File: src/rtl/csr_gpio_bank.sv
// ---------------------------------------------------------------------------
// csr_gpio_bank : CSR-mapped GPIO bank with synchronised inputs, sticky
//                 change status (W1C), interrupt mask and registered irq.
// Revision 1.0
// ---------------------------------------------------------------------------
`default_nettype none

module csr_gpio_bank #(
  parameter int                 DATA_W      = 32,
  parameter int                 NUM_IN      = 2,
  parameter int                 NUM_OUT     = 2,
  parameter logic [11:0]        CSR_BASE    = 12'hF00,
  parameter int                 SYNC_STAGES = 2,
  parameter logic [DATA_W-1:0]  OUT_RESET   = '0
) (
  input  logic                      clk,
  input  logic                      rst,
  input  logic                      rd_en,
  input  logic [11:0]               rd_addr,
  output logic [DATA_W-1:0]         rd_data,
  output logic                      rd_hit,
  input  logic                      wr_en,
  input  logic [11:0]               wr_addr,
  input  logic [DATA_W-1:0]         wr_data,
  input  logic [NUM_IN*DATA_W-1:0]  io_in,
  output logic [NUM_OUT*DATA_W-1:0] io_out,
  output logic                      irq
);

  localparam logic [11:0] C_N_MAP   = 12'(NUM_IN + NUM_OUT + 2);
  localparam logic [11:0] C_STATUS  = 12'(NUM_IN + NUM_OUT);
  localparam logic [11:0] C_MASK    = 12'(NUM_IN + NUM_OUT + 1);
  localparam logic [2:0]  C_ARM_INI = 3'(SYNC_STAGES + 1);

  logic [SYNC_STAGES-1:0][NUM_IN*DATA_W-1:0] r_sync;
  logic [NUM_IN*DATA_W-1:0]                  r_prev;
  logic [NUM_IN*DATA_W-1:0]                  w_in;
  logic [NUM_OUT-1:0][DATA_W-1:0]            r_out;
  logic [NUM_IN-1:0]                         r_status;
  logic [NUM_IN-1:0]                         r_mask;
  logic [NUM_IN-1:0]                         w_change;
  logic [NUM_IN-1:0]                         w_w1c;
  logic [2:0]                                r_arm;
  logic                                      w_armed;
  logic [11:0]                               w_rd_off;
  logic [11:0]                               w_wr_off;
  logic                                      w_rd_map;
  logic                                      w_wr_map;
  logic [DATA_W-1:0]                         w_rd_val;
  logic                                      w_rd_hit;
  logic [DATA_W-1:0]                         r_rd_data;
  logic                                      r_rd_hit;
  logic                                      r_irq;

  assign w_in     = r_sync[SYNC_STAGES-1];
  assign w_armed  = (r_arm == 3'd0);

  // The range check on the raw address guards against offset wrap-around.
  assign w_rd_off = rd_addr - CSR_BASE;
  assign w_wr_off = wr_addr - CSR_BASE;
  assign w_rd_map = (rd_addr >= CSR_BASE) && (w_rd_off < C_N_MAP);
  assign w_wr_map = (wr_addr >= CSR_BASE) && (w_wr_off < C_N_MAP);

  assign w_w1c = (wr_en && w_wr_map && (w_wr_off == C_STATUS)) ?
                 wr_data[NUM_IN-1:0] : '0;

  for (genvar i = 0; i < NUM_IN; i++) begin : g_chg
    assign w_change[i] = w_armed &&
                         (w_in[i*DATA_W +: DATA_W] != r_prev[i*DATA_W +: DATA_W]);
  end

  always_comb begin
    w_rd_val = '0;
    w_rd_hit = 1'b0;
    if (rd_en && w_rd_map) begin
      w_rd_hit = 1'b1;
      for (int i = 0; i < NUM_IN; i++) begin
        if (w_rd_off == 12'(i)) w_rd_val = w_in[i*DATA_W +: DATA_W];
      end
      for (int j = 0; j < NUM_OUT; j++) begin
        if (w_rd_off == 12'(NUM_IN + j)) w_rd_val = r_out[j];
      end
      if (w_rd_off == C_STATUS) w_rd_val = DATA_W'(r_status);
      if (w_rd_off == C_MASK)   w_rd_val = DATA_W'(r_mask);
    end
  end

  always_ff @(posedge clk) begin
    if (rst) begin
      r_sync    <= '0;
      r_prev    <= '0;
      r_status  <= '0;
      r_mask    <= '0;
      r_arm     <= C_ARM_INI;
      r_rd_data <= '0;
      r_rd_hit  <= 1'b0;
      r_irq     <= 1'b0;
      for (int j = 0; j < NUM_OUT; j++) r_out[j] <= OUT_RESET;
    end else begin
      r_sync[0] <= io_in;
      for (int s = 1; s < SYNC_STAGES; s++) r_sync[s] <= r_sync[s-1];
      r_prev <= w_in;
      if (r_arm != 3'd0) r_arm <= r_arm - 3'd1;
      // Set is OR'd in after the clear so a coincident detect wins.
      r_status <= (r_status & ~w_w1c) | w_change;
      if (wr_en && w_wr_map) begin
        for (int j = 0; j < NUM_OUT; j++) begin
          if (w_wr_off == 12'(NUM_IN + j)) r_out[j] <= wr_data;
        end
        if (w_wr_off == C_MASK) r_mask <= wr_data[NUM_IN-1:0];
      end
      r_rd_data <= w_rd_val;
      r_rd_hit  <= w_rd_hit;
      r_irq     <= |(r_status & r_mask);
    end
  end

  assign rd_data = r_rd_data;
  assign rd_hit  = r_rd_hit;
  assign io_out  = r_out;
  assign irq     = r_irq;

endmodule

`default_nettype wire
File: config.mk
export PLATFORM = sky130hd
export DESIGN_NAME = csr_gpio_bank
export DESIGN_NICKNAME = d
export VERILOG_FILES = /design/src/rtl/csr_gpio_bank.sv
export SDC_FILE = /design/constraint.sdc
export NUM_CORES = 1
export LEC_CHECK = 0
export BUFFER_PORTS_ARGS = -buffer_cell sky130_fd_sc_hd__buf_4
export CAP_MARGIN = 20
export CELL_PAD_IN_SITES_DETAIL_PLACEMENT = 0
export CELL_PAD_IN_SITES_GLOBAL_PLACEMENT = 1
export CORE_UTILIZATION = 41
export CTS_CLUSTER_DIAMETER = 200
export DETAILED_ROUTE_END_ITERATION = 10
export PLACE_DENSITY = 0.79
export SLEW_MARGIN = 5
export SYNTH_ARGS = -nofsm -noshare
export SYNTH_HDL_FRONTEND = slang
export SYNTH_SLANG_ARGS = --single-unit
File: constraint.sdc
create_clock -name clk -period 2.8 [get_ports clk]
set_input_delay 0.7 -clock clk [delete_from_list [all_inputs] [get_ports clk]]
set_output_delay 0.7 -clock clk [all_outputs]
set_load 0.1 [all_outputs]
==> Flow_metrics.wiki <==
{| class="wikitable"
! Metric !! Value
|-
| Outcome || completed
|-
| Final routed wire length divided by cell count || around 16 um
|-
| Antenna viol nets, final || 0
|-
| Net count of the mapped netlist || 1141
|-
| R2r worst-path depth || 5
|-
| Cell variety after synth || 33
|-
| Number of nets in the finished design || between 1000 and 1500
|-
| Hold violation count in the final report || 0
|-
| Total of cells resized after clock tree synthesis || 0
|-
| Seq/Total Area, Yosys || 0.576
|-
| Placed cell count || roughly 1500
|-
| Fraction of layout instances using a drive strength above 1 || 0.236
|-
| Total Wirelength || 24800 um
|-
| Die boundary width || 161 um
|-
| Syn avg cell area || a little over 10 um^2
|-
| Main synth FF type || sky130_fd_sc_hd__dfxtp_1
|-
| Global-route wire length before repair || 38600 um
|-
| Highest routed layer || met4
|-
| Grt total ovfl || 0
|-
| CTS tree || built
|-
| Placeable core region || about 0.024 mm^2
|-
| Synthesized netlist cell count || 1015
|-
| Critical register-to-register path startpoint || w_in[0]
|-
| Layout overhead on the synthesized area || 29.4%
|-
| Largest vdd supply drop || 378 uV
|-
| Post-layout minimum cycle time || 2.06 ns
|-
| Total global routing track utilization || 0.190
|-
| Post-synthesis cell area || 0.0103 mm^2
|-
| Number of inserted filler cells in the final layout || 2191
|-
| Capturing element of the worst setup path || io_out[54]
|-
| Clock network latency to the later pin of the worst-skew pair || 0.54 ns
|-
| Max-capacitance violation count || 0
|-
| Reg2Reg Capture Point || r_status[0]
|-
| Max Clock Skew || around 0.014 ns
|-
| Number of enable-type register cells in the synthesized netlist || 0
|-
| Commonest non-fill, non-tap cell in the layout || sky130_fd_sc_hd__dfxtp_1
|-
| Cell Count, Final, Fillers Out || 1571
|-
| Share of the core filled with cells in the final layout || 0.545
|-
| Top Ports || 222
|-
| Diode insertion count for antenna repair || 0
|-
| Slew Viols, Final || 0
|-
| Vertical die dimension || 161 um
|-
| Sum of negative setup slack || 0 ns
|-
| Count of final setup violators || 0
|-
| Die Area || 0.0258 mm^2
|-
| Number of detailed-routing iterations run before antenna repair || 5
|-
| Required time worst endpoint || around 3.2 ns
|-
| Number of global-route vias before repair || ~7000
|-
| Total half-perimeter wirelength after legalization and detailed placement || roughly 18000 um
|-
| Final Cycle Share || 0.734
|-
| Metal2 WL || 11000 um
|-
| Metal1 wirelength || 12000 um
|-
| Type of element launching the critical path || input pin
|-
| Critical path endpoint category || flop
|-
| Count of port buffers added during placement || 221
|-
| Share of synthesized registers carrying an async set or reset || 0
|-
| Relative slew margins || 0.577
|-
| Rows || 57
|-
| Worst Setup Path Type || input pin to flop
|-
| Vias per inst || ~4.6
|-
| Detailed-routed wire length on met3 || 1390 um
|-
| H-Tree Level Count || 1
|-
| Pin count of the biggest net entering global routing || 138
|-
| # hold bufs at CTS || 0
|-
| Flops & latches, synth || 297
|-
| Setup repair after global routing missed its margin || no
|-
| Global placer's final weighted congestion || 0.822
|-
| Final hold slack || ~0.36 ns
|-
| Clk buf depth || 3
|-
| Number of antenna violations at the first check in global routing || 0
|-
| Initial DRC count || 331
|-
| Worst Tran Pin Value || 0.634 ns
|-
| Starting density of the core || 0.422
|-
| Yosys warns || 0
|-
| Clock-pin slew on the worst setup and hold paths || about 0.060 ns
|-
| Leakage power || 5.29 nW
|-
| Clock Tree Root || sky130_fd_sc_hd__clkbuf_16
|-
| DRC violation count after routing || 0
|-
| Post-CTS Setup Repair Bufs || 0
|-
| Total vias in the final route || just over 7000
|-
| Total power density per cell area || 669 mW/mm^2
|-
| Crit-path max FO || 32
|-
| First element of the critical path || wr_addr[3]
|-
| Path category of the worst min-delay check || input pin to flop
|-
| WP data arrival || 2.45 ns
|-
| Most frequent cells in the layout || sky130_fd_sc_hd__dfxtp_1, sky130_fd_sc_hd__buf_4, sky130_fd_sc_hd__nor2b_1
|-
| R2r setup slk || 1.11 ns
|-
| Number of sinks on the clock net || 297
|-
| Number of buffers created by CTS || 30
|-
| Top achievable clock speed || around 490 MHz
|}
per-stage QoR:
step / area (um^2) / setup slack, ns / total power, mW
2_1_floorplan: 10300 / 0.372 / 4.77
6_report: 13300 / 0.745 / 8.93
3_5_place_dp: 12300 / 0.196 / 5.02
5_1_grt: 13300 / 0.605 / 9.26
3_3_place_gp: 12300 / 0.231 / 5.01
4_1_cts: 13300 / 0.771 / 9.03
metal layers:
layer	global-route usage	up-vias
met5	0	-
met4	0.0424	0
met3	0.0333	28
met2	0.297	210
met1	0.273	3313
li1	-	3706
sequential cells by signal, summed over array words and instances (netlist names):
signal / flops
rd_data: 32
r_status: 2
irq: 1
rd_hit: 1
w_in: 64
r_mask: 2
io_out: 64
r_sync: 64
r_arm: 3
r_prev: 64
Yosys cell counts (4+ instances only):
cell / number / area, um^2
sky130_fd_sc_hd__buf_2: 5 / 25.0
sky130_fd_sc_hd__a21oi_1: 69 / 345
sky130_fd_sc_hd__buf_1: 4 / 15.0
sky130_fd_sc_hd__nand4_1: 18 / 113
sky130_fd_sc_hd__inv_1: 8 / 30.0
sky130_fd_sc_hd__mux2i_1: 63 / 631
sky130_fd_sc_hd__xnor2_1: 65 / 569
sky130_fd_sc_hd__nor2_1: 36 / 135
sky130_fd_sc_hd__nand2_1: 140 / 526
sky130_fd_sc_hd__nand2b_1: 5 / 31.3
sky130_fd_sc_hd__o21ai_0: 4 / 20.0
sky130_fd_sc_hd__nor4_1: 6 / 37.5
sky130_fd_sc_hd__dfxtp_1: 297 / 5950
sky130_fd_sc_hd__nor2b_1: 192 / 1200
sky130_fd_sc_hd__o22a_1: 30 / 263
sky130_fd_sc_hd__clkbuf_1: 49 / 184
worst min path at each step:
| stage | slack, ns | endpoint | startpoint | cells after the start |
|---|---|---|---|---|
| 6_report | 0.36 | r_sync[63] | io_in[63] | 2 |
| 5_1_grt | 0.35 | r_sync[19] | io_in[19] | 2 |
| 4_1_cts | 0.34 | r_sync[38] | io_in[38] | 2 |
| 3_5_place_dp | 0.42 | w_in[25] | r_sync[25] | 1 |
| 3_3_place_gp | 0.42 | w_in[0] | r_sync[0] | 1 |
| 2_1_floorplan | 0.41 | w_in[0] | r_sync[0] | 1 |
cell type report:
type                       count  area (um^2)  share of cell area
tap                          324          405              0.0304
clock buffer                  42          857              0.0642
sequential                   297         5950               0.446
timing repair buffer         237         1860               0.139
clock inverter                14          155              0.0116
multi-input combinational    649         4090               0.307
inverter                       8         30.0             0.00225
cells by family (layout without fill, tap and decap cells):
group / Yosys count / after routing / synth area share
AOI/OAI and AO/OA: 106 / 106 / 0.0636
xor gates and xnor gates: 65 / 65 / 0.0552
DFF: 297 / 297 / 0.576
adders and majority gates: 2 / 2 / 0.00243
and+or+nand+nor: 411 / 411 / 0.209
buffers and inverters: 69 / 301 / 0.0279
muxes: 65 / 65 / 0.0655
critical path: stages:
cell                      delay (ns)
sky130_fd_sc_hd__buf_4          0.11
sky130_fd_sc_hd__or4b_4         0.57
sky130_fd_sc_hd__or4_4          0.47
sky130_fd_sc_hd__or2_1          0.26
sky130_fd_sc_hd__buf_12         0.18
sky130_fd_sc_hd__nand2_1        0.09
sky130_fd_sc_hd__a21oi_1        0.06
report_power, final:
| part | total [mW] | leakage (nW) | internal (mW) | switching (mW) |
|---|---|---|---|---|
| Combinational | 0.494 | 2.38 | 0.278 | 0.216 |
| Clock | 4.02 | 0.489 | 2.41 | 1.61 |
| Sequential | 4.42 | 2.43 | 4.35 | 0.0707 |
No activity file was read; power rests on OpenSTA's default activity.
